$ cat config.mk
export PLATFORM = sky130hd
export DESIGN_NAME = cut_test_sequencer
export DESIGN_NICKNAME = d
export VERILOG_FILES = /design/src/rtl/cut_test_sequencer.sv
export SDC_FILE = /design/constraint.sdc
export NUM_CORES = 1
export LEC_CHECK = 0
export ABC_CLOCK_PERIOD_IN_PS = 2000
export CAP_MARGIN = 20
export CORE_MARGIN = 2
export CORE_UTILIZATION = 45
export DETAILED_ROUTE_END_ITERATION = 12
export GPL_TIMING_DRIVEN = 0
export PLACE_DENSITY = 0.69
export SKIP_CTS_REPAIR_TIMING = 1
export SYNTH_ARGS = -nofsm -noshare
export SYNTH_HDL_FRONTEND = slang
export SYNTH_SLANG_ARGS = --single-unit
$ cat constraint.sdc
create_clock -name clk -period 2 [get_ports clk]
set_input_delay 0.4 -clock clk [delete_from_list [all_inputs] [get_ports clk]]
set_output_delay 0.4 -clock clk [all_outputs]
set_load 0.01 [all_outputs]
$ cat src/rtl/cut_test_sequencer.sv
// cut_test_sequencer
// Drives the eight input vectors {A,B,C} = 000..111 into the lab circuit
// x = (A|B)&~C, y = ~C. Each vector is held for SETTLE cycles so the gate
// delays can resolve. The returned {x,y} is then sampled once and compared
// against the expected function, and the mismatches of the sweep are counted.

module cut_test_sequencer #(
    parameter int unsigned SETTLE = 5
) (
    input  logic       clk,
    input  logic       rst,
    input  logic       start,
    input  logic       abort,
    output logic [2:0] cut_in,
    input  logic [1:0] cut_out,
    output logic       sample_valid,
    output logic [2:0] sample_vec,
    output logic [1:0] sample_obs,
    output logic       mismatch,
    output logic [3:0] err_cnt,
    output logic       busy,
    output logic       done
);

    localparam logic [2:0] ST_IDLE   = 3'd0;
    localparam logic [2:0] ST_APPLY  = 3'd1;
    localparam logic [2:0] ST_SETTLE = 3'd2;
    localparam logic [2:0] ST_SAMPLE = 3'd3;
    localparam logic [2:0] ST_DONE   = 3'd4;

    // The counter is loaded with SETTLE-1 and stops on zero, so the FSM
    // stays exactly SETTLE cycles in SETTLE.
    localparam logic [7:0] SETTLE_LOAD = 8'(SETTLE - 1);

    // Expected response of a fault-free circuit: {x, y}.
    function automatic logic [1:0] exp_fn(input logic [2:0] v);
        logic a_s;
        logic b_s;
        logic c_s;
        a_s = v[2];
        b_s = v[1];
        c_s = v[0];
        return {(a_s | b_s) & ~c_s, ~c_s};
    endfunction

    logic [2:0] state_q,        state_d;
    logic [2:0] vec_q,          vec_d;
    logic [7:0] cnt_q,          cnt_d;
    logic [2:0] cut_in_q,       cut_in_d;
    logic       sample_valid_q, sample_valid_d;
    logic [2:0] sample_vec_q,   sample_vec_d;
    logic [1:0] sample_obs_q,   sample_obs_d;
    logic       mismatch_q,     mismatch_d;
    logic [3:0] err_cnt_q,      err_cnt_d;
    logic       mis_s;

    // Next-state logic for the sweep FSM and all output registers.
    always_comb begin
        mis_s          = (cut_out != exp_fn(vec_q));
        state_d        = state_q;
        vec_d          = vec_q;
        cnt_d          = cnt_q;
        cut_in_d       = cut_in_q;
        sample_valid_d = 1'b0;
        sample_vec_d   = sample_vec_q;
        sample_obs_d   = sample_obs_q;
        mismatch_d     = mismatch_q;
        err_cnt_d      = err_cnt_q;

        case (state_q)
            ST_IDLE, ST_DONE: begin
                // abort wins over start here, so no sweep begins.
                if (start && !abort) begin
                    state_d   = ST_APPLY;
                    vec_d     = 3'd0;
                    err_cnt_d = 4'd0;
                end else begin
                    state_d   = state_q;
                end
            end
            ST_APPLY: begin
                if (abort) begin
                    state_d  = ST_IDLE;
                    cut_in_d = 3'd0;
                end else begin
                    cut_in_d = vec_q;
                    cnt_d    = SETTLE_LOAD;
                    state_d  = ST_SETTLE;
                end
            end
            ST_SETTLE: begin
                if (abort) begin
                    state_d  = ST_IDLE;
                    cut_in_d = 3'd0;
                end else if (cnt_q == 8'd0) begin
                    state_d  = ST_SAMPLE;
                end else begin
                    cnt_d    = cnt_q - 8'd1;
                end
            end
            ST_SAMPLE: begin
                if (abort) begin
                    state_d  = ST_IDLE;
                    cut_in_d = 3'd0;
                end else begin
                    sample_valid_d = 1'b1;
                    sample_vec_d   = vec_q;
                    sample_obs_d   = cut_out;
                    mismatch_d     = mis_s;
                    // At most eight samples per sweep, so four bits never wrap.
                    err_cnt_d      = err_cnt_q + {3'b000, mis_s};
                    if (vec_q == 3'd7) begin
                        state_d = ST_DONE;
                    end else begin
                        vec_d   = vec_q + 3'd1;
                        state_d = ST_APPLY;
                    end
                end
            end
            default: begin
                state_d  = ST_IDLE;
                cut_in_d = 3'd0;
            end
        endcase
    end

    // State and output registers with synchronous reset.
    always_ff @(posedge clk) begin
        if (rst) begin
            state_q        <= ST_IDLE;
            vec_q          <= 3'd0;
            cnt_q          <= 8'd0;
            cut_in_q       <= 3'd0;
            sample_valid_q <= 1'b0;
            sample_vec_q   <= 3'd0;
            sample_obs_q   <= 2'd0;
            mismatch_q     <= 1'b0;
            err_cnt_q      <= 4'd0;
        end else begin
            state_q        <= state_d;
            vec_q          <= vec_d;
            cnt_q          <= cnt_d;
            cut_in_q       <= cut_in_d;
            sample_valid_q <= sample_valid_d;
            sample_vec_q   <= sample_vec_d;
            sample_obs_q   <= sample_obs_d;
            mismatch_q     <= mismatch_d;
            err_cnt_q      <= err_cnt_d;
        end
    end

    assign cut_in       = cut_in_q;
    assign sample_valid = sample_valid_q;
    assign sample_vec   = sample_vec_q;
    assign sample_obs   = sample_obs_q;
    assign mismatch     = mismatch_q;
    assign err_cnt      = err_cnt_q;
    assign busy         = (state_q == ST_APPLY) || (state_q == ST_SETTLE) || (state_q == ST_SAMPLE);
    assign done         = (state_q == ST_DONE);

endmodule
==> summary.txt <==
Power
  – Clock network power share: 35.8%
  – Sw Share: 22.8%
  – Total power: 0.00106 W
  – VDD IR max: 403 uV
  – Pint: 0.000814 W
  – NetSw: 0.000241 W
  – P_leak: 0.658 nW
  – Pwr Density: 618 nW/um2
  – Logic pwr share: 9.9%
  – Flop pwr share: 54.2%

STA
  – Worst Skew: 0.00320 ns
  – Fin crit period: 1.84 ns
  – Max Freq: 543 MHz
  – Hold Fails Final Rpt: 0
  – Slew headroom: 61.6%
  – Setup WS post-layout: 0.159 ns
  – Max Slew Vio Count: 0
  – RSZ-0062 raised after global routing: false
  – Final setup viols: 0
  – Final Cycle Share: 92.0%
  – Worst Tran Pin Value: 0.569 ns

Detailed routing
  – DRT Pass-1 Iters: 4
  – Top Metal Used: met4
  – Total wire length: 2900 um
  – DRT met1 WL: 1310 um
  – Routed WL per cell: 13.6 um
  – Vias per std cell: 5.57
  – DR WL met2: 1450 um
  – Final ANT Viol Nets: 0
  – DRT iter0 DRCs: 48
  – DRC viols: 0
  – Via count: 1193
  – Detail Route met3 WL: 94 um

Clock network
  – Total CTS buffers: 3
  – Clock root buffer: clkbuf_4
  – CTS tree: built
  – Reg clk slew, reported paths: 0.15 ns
  – Clock latency on the worst-skew pair: 0.34 ns
  – CTS max path bufs: 2
  – Number of H-tree levels: 1
  – Clock sinks: 28

Logic synthesis
  – Synth Warn #: 0
  – Post-synthesis sequential area ratio: 41.0%
  – Post-synthesis register bit count: 28
  – Syn avg cell area: 8.77 um2
  – Async set-or-reset flop fraction in the synthesized netlist: 0%
  – Netlist Area Pre-Place: 1370 um2
  – Post-synth EDFFs: 0
  – Post-synth top flop: dfxtp_1
  – Syn nets: 168
  – Synthesized instance count: 156
  – Synth cell types: 42

Place
  – Detailed Place HPWL: 2180 um
  – GPL Wtd Cong: 0.801
  – DP Worst Slack: -0.201 ns
  – PortBufs: 21

Critical path
  – Top fanout value on the critical path: 8
  – Data required time of the worst path: 2.29 ns
  – CP Capture Type: register
  – Nature of the critical path startpoint: primary input
  – Worst Setup Path Type: primary input to register
  – Crit path arrival time: 2.13 ns

Die
  – Effective utilization at floorplan: 45.9%
  – Die height: 59.1 um
  – Die W: 59.1 um
  – # IOs: 22
  – Core area: 2980 um2
  – Die footprint: 3500 um2
  – Row cnt: 20

Flow run
  – Max-cap violations: 0

Final layout
  – Share of cells above drive strength 1: 10.5%
  – Synth-to-Final Area Change: 24.8%
  – Most frequent cells in the layout: 26 x dfxtp_1, 19 x nor2_1, 19 x clkdlybuf4s50_1
  – Commonest non-fill, non-tap cell in the layout: dfxtp_1
  – Final net count: 194
  – # diodes: 0

Global route
  – First-pass GRT wire length: 4980 um
  – Initial antenna violation count: 0
  – Vias in the first global route: 1190
  – Overall Global Routing Usage: 18.4%
  – Gr ovfl total: 0
  – Largest net degree at the start of global routing: 17

Status
  – Status: completed

Worst hold path
  – Worst min path class: register to register
[synthesized netlist by cell type (all sizes together) (2+ instances only)]
cell	number	area [um2]
or2	2	12.5
nor2b	6	37.5
nand2	15	56.3
nor2	20	75.1
a211oi	2	15.0
nand2b	2	12.5
clkbuf	5	18.8
nor3	5	25.0
o211ai	2	20.0
dfxtp	28	561
and3	4	25.0
o21ai	4	20.0
or4	2	18.8
nand3	3	15.0
xnor2	2	17.5
inv	3	11.3
a21oi	12	63.8
ha	6	75.1
a22oi	4	30.0
mux2i	5	50.1
a31oi	3	18.8
xor2	4	35.0
nor4b	2	32.5
[power by group through the flow]
stage / clock network [W] / registers [W] / logic (W)
3_5_place_dp: 0 / 0.000584 / 0.0000972
4_1_cts: 0.000386 / 0.000572 / 0.0000983
3_3_place_gp: 0 / 0.000583 / 0.0000955
2_1_floorplan: 0 / 0.000582 / 0.0000630
6_report: 0.000378 / 0.000572 / 0.000105
5_1_grt: 0.000406 / 0.000574 / 0.000115
[logic make-up (layout without fill, tap and decap cells)]
group	after synthesis	count (layout)	share of synthesized area, %
AND/OR/NAND/NOR	70	70	28.1
AO/OA/AOI/OAI	32	32	15.4
flip-flops	28	28	41.0
buffers and inverters	9	34	2.56
adder cells (fa/ha/maj)	6	6	5.49
XOR/XNOR	6	6	3.84
multiplexers	5	5	3.66
[state kept, by name (all words and copies together) (netlist names)]
name,count
cnt_q,8
err_cnt,4
cut_in,3
sample_vec,3
state_q,3
vec_q,3
sample_obs,2
mismatch,1
sample_valid,1
[area by class of cell]
cell class / instances / area, um2
Fill cell: 259 / 1270
Multi-Input combinational cell: 119 / 779
Clock buffer: 3 / 22.5
Sequential cell: 28 / 568
Inverter: 3 / 11.3
Buffer: 6 / 38.8
Tap cell: 33 / 41.3
Clock inverter: 1 / 30.0
Timing Repair Buffer: 21 / 215
[through the flow]
stage	TNS, ns	utilization [%]	std cells	hold slack [ns]	cell area [um2]
2_1_floorplan	0	-	156	0.465	1370
3_3_place_gp	-1.02	54.4	210	0.444	1620
3_5_place_dp	-1.48	54.4	210	0.453	1620
4_1_cts	-0.792	56.1	214	0.473	1670
5_1_grt	0	57.3	214	0.498	1710
6_report	0	57.3	214	0.468	1710
[path summary, 6_finish.rpt]
| path | startpoint | endpoint | slack [ns] | cells past startpoint |
|---|---|---|---|---|
| min | sample_vec[2]$_SDFFE_PP0P_ | sample_vec[2]$_SDFFE_PP0P_ | 0.47 | 2 |
| min reg2reg | sample_vec[2]$_SDFFE_PP0P_ | sample_vec[2]$_SDFFE_PP0P_ | 0.47 | 2 |
| max reg2reg | vec_q[0]$_SDFFE_PP0P_ | vec_q[1]$_SDFFE_PP0P_ | 0.20 | 6 |
| max | abort | cnt_q[5]$_SDFFE_PP0P_ | 0.16 | 5 |
[critical path: stages]
cell and delay [ns]:
clkdlybuf4s50_1 0.57, nor4b_4 0.40, o211ai_2 0.18, or4_1 0.43
a21oi_1 0.14
[layer usage]
| metal | global-route usage [%] | up-vias |
|---|---|---|
| li1 | - | 606 |
| met1 | 23.3 | 561 |
| met2 | 32.4 | 21 |
| met3 | 2.18 | 5 |
| met4 | 5.84 | 0 |
| met5 | 0 | - |
Power figures use the tool's default switching activity.
==> RTL edit 1: new RTL, config.mk and constraints unchanged <==
Reset style: asynchronous (`rst`), changed in one clocked block. Comments in the files are not updated.
--- a/src/rtl/cut_test_sequencer.sv
+++ b/src/rtl/cut_test_sequencer.sv
@@ -126,5 +126,5 @@
 
     // State and output registers with synchronous reset.
-    always_ff @(posedge clk) begin
+    always_ff @(posedge clk or posedge rst) begin
         if (rst) begin
             state_q        <= ST_IDLE;
Function: differs if rst is asserted again (counterexample within 4 cycles, from zero or initial values and one cycle with rst high); with rst held inactive, the same outputs for 10 cycles.
==> RTL edit 1 against the unedited design <==
Worst setup slack got worse by 0.16 ns; utilization increased by 3.8 points; worst hold slack got worse by 0.12 ns; area after synthesis increased by 7.4%; synthesized cell count unchanged; wire length increased by 8.4%; count of clock-buffer cells in the layout unchanged; final area increased by 10%; first-iteration DRC count increased by 6.3%; sequential cell count unchanged.
Power is not compared: it rests on default switching activity, and its combinational part moved more than twofold at a synthesized area within 25%.
==> RTL edit 1: results <==
{
  "detailed_place_hpwl_mm": 2.18,
  "skew_ns": 0.00269,
  "leakagePower_nw": 0.898,
  "yosysWarningCount": 0,
  "yosysUniqueCellTypes": 38,
  "outcome": "completed",
  "synthTopCellsByCount": "dfrtp_1 (28), nand2_1 (18), o21ai_0 (14)",
  "fill_cells": 290,
  "via_per_inst": 5.47,
  "hold_class": "primary input to flip-flop",
  "synth_top_area_share": 0.477,
  "whs_path_depth": 2,
  "final_layout_size_suffix_gt1_frac": 0.141,
  "hold_ws_ns": 0.346,
  "grt_pass1_vias": 1107,
  "wl_per_cell_um": 13.8,
  "yosysSeqAreaShare": 0.477,
  "track_usage": 0.174,
  "top_register": "cnt_q",
  "synth_area_leaders": "dfrtp_1 (48%), ha_1 (5.1%), o21ai_0 (4.8%), nand2_1 (4.6%), o31ai_1 (3.1%)",
  "numCtsBuffers": 3,
  "grt_pass1_wl_mm": 4.86,
  "place_ws_ns": -0.141,
  "place_congestion": 0.790,
  "drt_iter0_markers": 51,
  "async_reset_ff_frac": 1.00,
  "antenna_found_initial": 0,
  "n_antenna_cell": 0,
  "crit_type": "flip-flop to flip-flop",
  "r2r_start": "cnt_q[5]",
  "crit_path_max_fanout": 6,
  "ff2ff_path_depth": 5,
  "clock_latency_ns": 0.34,
  "largest_register_ffs": 8,
  "tightest_slew_ns": 0.656,
  "grt_max_degree": 29,
  "cts_htree_levels": 1,
  "ir_worst_vdd_mv": 0.603,
  "clock_path_buffers": 2,
  "root_buffer": "clkbuf_4",
  "worst_r2r_endpoint": "cnt_q[5]",
  "drtPass1Iterations": 4,
  "clk_pin_slew_ns": 0.15,
  "p_sw_uw": 854,
  "io_buffers": 20,
  "fin_nets": 197,
  "holdCritStartpoint": "abort",
  "synth_nets": 168,
  "hold-path-endpoint": "state_q[0]",
  "fmax_mhz": 501,
  "r2r_setup_slack_ns": 0.004
}
## RTL edit 1: power groups by stage
stage,combinational (mW),clock (mW),sequential (mW)
2_1_floorplan,0.613,0,0.824
3_3_place_gp,0.896,0,0.811
3_5_place_dp,0.916,0,0.820
4_1_cts,0.924,0.384,0.807
5_1_grt,1.21,0.399,0.843
6_report,1.09,0.378,0.828
## RTL edit 1: final cells by class
cell class / count / area share
plain buffers: 6 / 0.0233
clock buffers: 3 / 0.0120
clock inverters: 1 / 0.0160
inverters: 11 / 0.0219
multi-input cells: 110 / 0.385
flip-flops and latches: 28 / 0.373
well taps: 44 / 0.0293
repair buffers: 25 / 0.140
## RTL edit 1: kinds of logic (layout without fill, tap and decap cells)
family,count (synthesis),after routing,synth area share
simple gates,61,61,0.228
compound gates,39,39,0.169
flops,28,28,0.477
buf+inv,18,46,0.0477
fa+ha+maj,6,6,0.0511
xor+xnor,2,2,0.0119
mux,2,2,0.0153
## RTL edit 1: critical path: stages (launching register included)
cell and delay [ns]:
dfrtp_1 0.43, or4_4 0.54, buf_6 0.14, nor4b_4 0.34, nor4_1 0.11, mux2_1 0.33
## RTL edit 1: stage by stage
stage                     cell area (um2)  power, mW  std cells  TNS (ns)  utilization
after detailed placement             1720       1.74        220    -0.681        0.560
after global placement               1720       1.71        220    -0.553        0.560
after global routing                 1880       2.45        228    -0.196        0.611
after floorplan                      1470       1.44        156         0            -
after CTS                            1780       2.12        224     -1.16        0.577
final                                1880       2.30        228         0        0.611
## RTL edit 1: metal layers
metal,track usage,share of wire
met1,0.232,0.47
met2,0.286,0.48
met3,0.0273,0.040
met4,0.0652,0.0092
met5,0,0
==> RTL edit 2: new RTL, same settings <==
Without the edit above. Put a register stage on the outputs `busy` and `done`, without a reset. The values now appear one clock later. The other outputs are not delayed to match.
--- a/src/rtl/cut_test_sequencer.sv
+++ b/src/rtl/cut_test_sequencer.sv
@@ -156,6 +156,8 @@
     assign mismatch     = mismatch_q;
     assign err_cnt      = err_cnt_q;
-    assign busy         = (state_q == ST_APPLY) || (state_q == ST_SETTLE) || (state_q == ST_SAMPLE);
-    assign done         = (state_q == ST_DONE);
+    always_ff @(posedge clk) begin
+        busy <= (state_q == ST_APPLY) || (state_q == ST_SETTLE) || (state_q == ST_SAMPLE);
+        done <= (state_q == ST_DONE);
+    end
 
 endmodule
Function: changed (a bounded check fails within 4 cycles, from zero or initial values and one cycle with rst high).
==> RTL edit 2 against the unedited design <==
Worst hold slack worse by 0.0074 ns; total power is 2.2% lower; critical path type unchanged; final area decreased by 0.15%; area after synthesis increased by 2.9%; sequential cell count increased by 2; critical endpoint unchanged; wire length is 2.4% higher; worst setup slack lost 0.042 ns; clock power is 16% lower.
==> RTL edit 2: results <==
{
  "drtPass1Iterations": 4,
  "hold_class": "flip-flop to flip-flop",
  "swShare": 0.244,
  "drt_iter0_markers": 71,
  "place_congestion": 0.772,
  "final_layout_size_suffix_gt1_frac": 0.0806,
  "grt_max_degree": 11,
  "leakagePower_nw": 0.624,
  "slew_headroom": 0.548,
  "worst_r2r_endpoint": "vec_q[2]",
  "synth_ff_type": "dfxtp_1",
  "synth_area_leaders": "dfxtp_1 (43%), ha_1 (5.3%), nor2_1 (5.3%), nand2_1 (4.0%), a21oi_1 (3.9%)",
  "critPathTopFamily": "simple AND/OR/NAND/NOR gates",
  "skew_ns": 0.00403,
  "crit_start": "abort",
  "via_per_inst": 5.45,
  "grt_pass1_wl_mm": 5.13,
  "synth_nets": 170,
  "numCtsBuffers": 5,
  "ir_worst_vdd_mv": 0.393,
  "seq-power_uw": 614,
  "drc": 0,
  "yosysSeqAreaShare": 0.427,
  "r2r_setup_slack_ns": 0.18,
  "outcome": "completed",
  "dp.cells": 212,
  "root_buffer": "clkbuf_4",
  "cpMaxStageDelayCell": "clkdlybuf4s50_1",
  "num_vias": 1193,
  "antenna_found_initial": 0,
  "yosysWarningCount": 0,
  "clock_latency_ns": 0.32,
  "async_reset_ff_frac": 0,
  "grt_pass1_vias": 1139,
  "track_usage": 0.193,
  "cts_htree_levels": 2,
  "synthTopCellsByCount": "dfxtp_1 (30), nor2_1 (20), nand2_1 (15)",
  "clk_pin_slew_ns": 0.08,
  "detailed_place_hpwl_mm": 2.24,
  "n_antenna_cell": 0,
  "hold-path-endpoint": "sample_obs[0]",
  "ff2ff_path_depth": 6,
  "p_comb_uw": 99.5,
  "holdCritStartpoint": "sample_obs[0]",
  "avgSynthCellArea_um2": 8.91,
  "wl_per_cell_um": 13.6,
  "fin_nets": 198,
  "crit_path_max_fanout": 8
}
RTL edit 2: changes by cell type in the layout (fill, tap and decap cells not counted), sizes merged:
| cell | delta |
|---|---|
| buf | -2 |
| bufinv | -1 |
| clkbuf | +6 |
| clkdlybuf4s50 | +2 |
| dfxtp | +2 |
| dlymetal6s2s | -2 |
RTL edit 2: worst register-to-register path: stages (launching register included):
cell and delay [ns]:
dfxtp_1 0.38, ha_1 0.23, ha_1 0.22, nand4bb_1 0.20, a21oi_1 0.34, mux2i_1 0.27, nor2_1 0.06
RTL edit 2: logic make-up after synthesis:
kind of cell             count (synthesis)  synth area share
AND/OR/NAND/NOR                         70             0.273
AO/OA/AOI/OAI                           32             0.149
flip-flops                              30             0.427
buffers and inverters                    9            0.0249
XOR/XNOR                                 6            0.0373
adder cells (fa/ha/maj)                  6            0.0533
multiplexers                             5            0.0356
RTL edit 2: stage by stage:
stage / setup TNS (ns) / instance area (um2) / hold slack [ns] / setup WS [ns] / power (mW)
after global placement: -0.985 / 1660 / 0.446 / -0.134 / 0.723
after floorplan: 0 / 1410 / 0.465 / 0.417 / 0.689
after CTS: 0 / 1700 / 0.461 / 0.138 / 1.05
after global routing: 0 / 1700 / 0.481 / 0.0139 / 1.09
final: 0 / 1700 / 0.460 / 0.117 / 1.03
after detailed placement: -1.56 / 1660 / 0.449 / -0.196 / 0.727
RTL edit 2: layout make-up:
type	instances	area (um2)
Clock buffer	7	45.0
Buffer	6	23.8
Inverter	3	11.3
Multi-Input combinational cell	119	772
Sequential cell	30	601
Timing Repair Buffer	21	210
Tap cell	33	41.3
Fill cell	277	1300
RTL edit 2: routing by layer:
layer | global-route usage | wire length [um]
met1 | 0.232 | 1340
met2 | 0.312 | 1540
met3 | 0.0671 | 77
met4 | 0.0762 | 9
met5 | 0 | 0
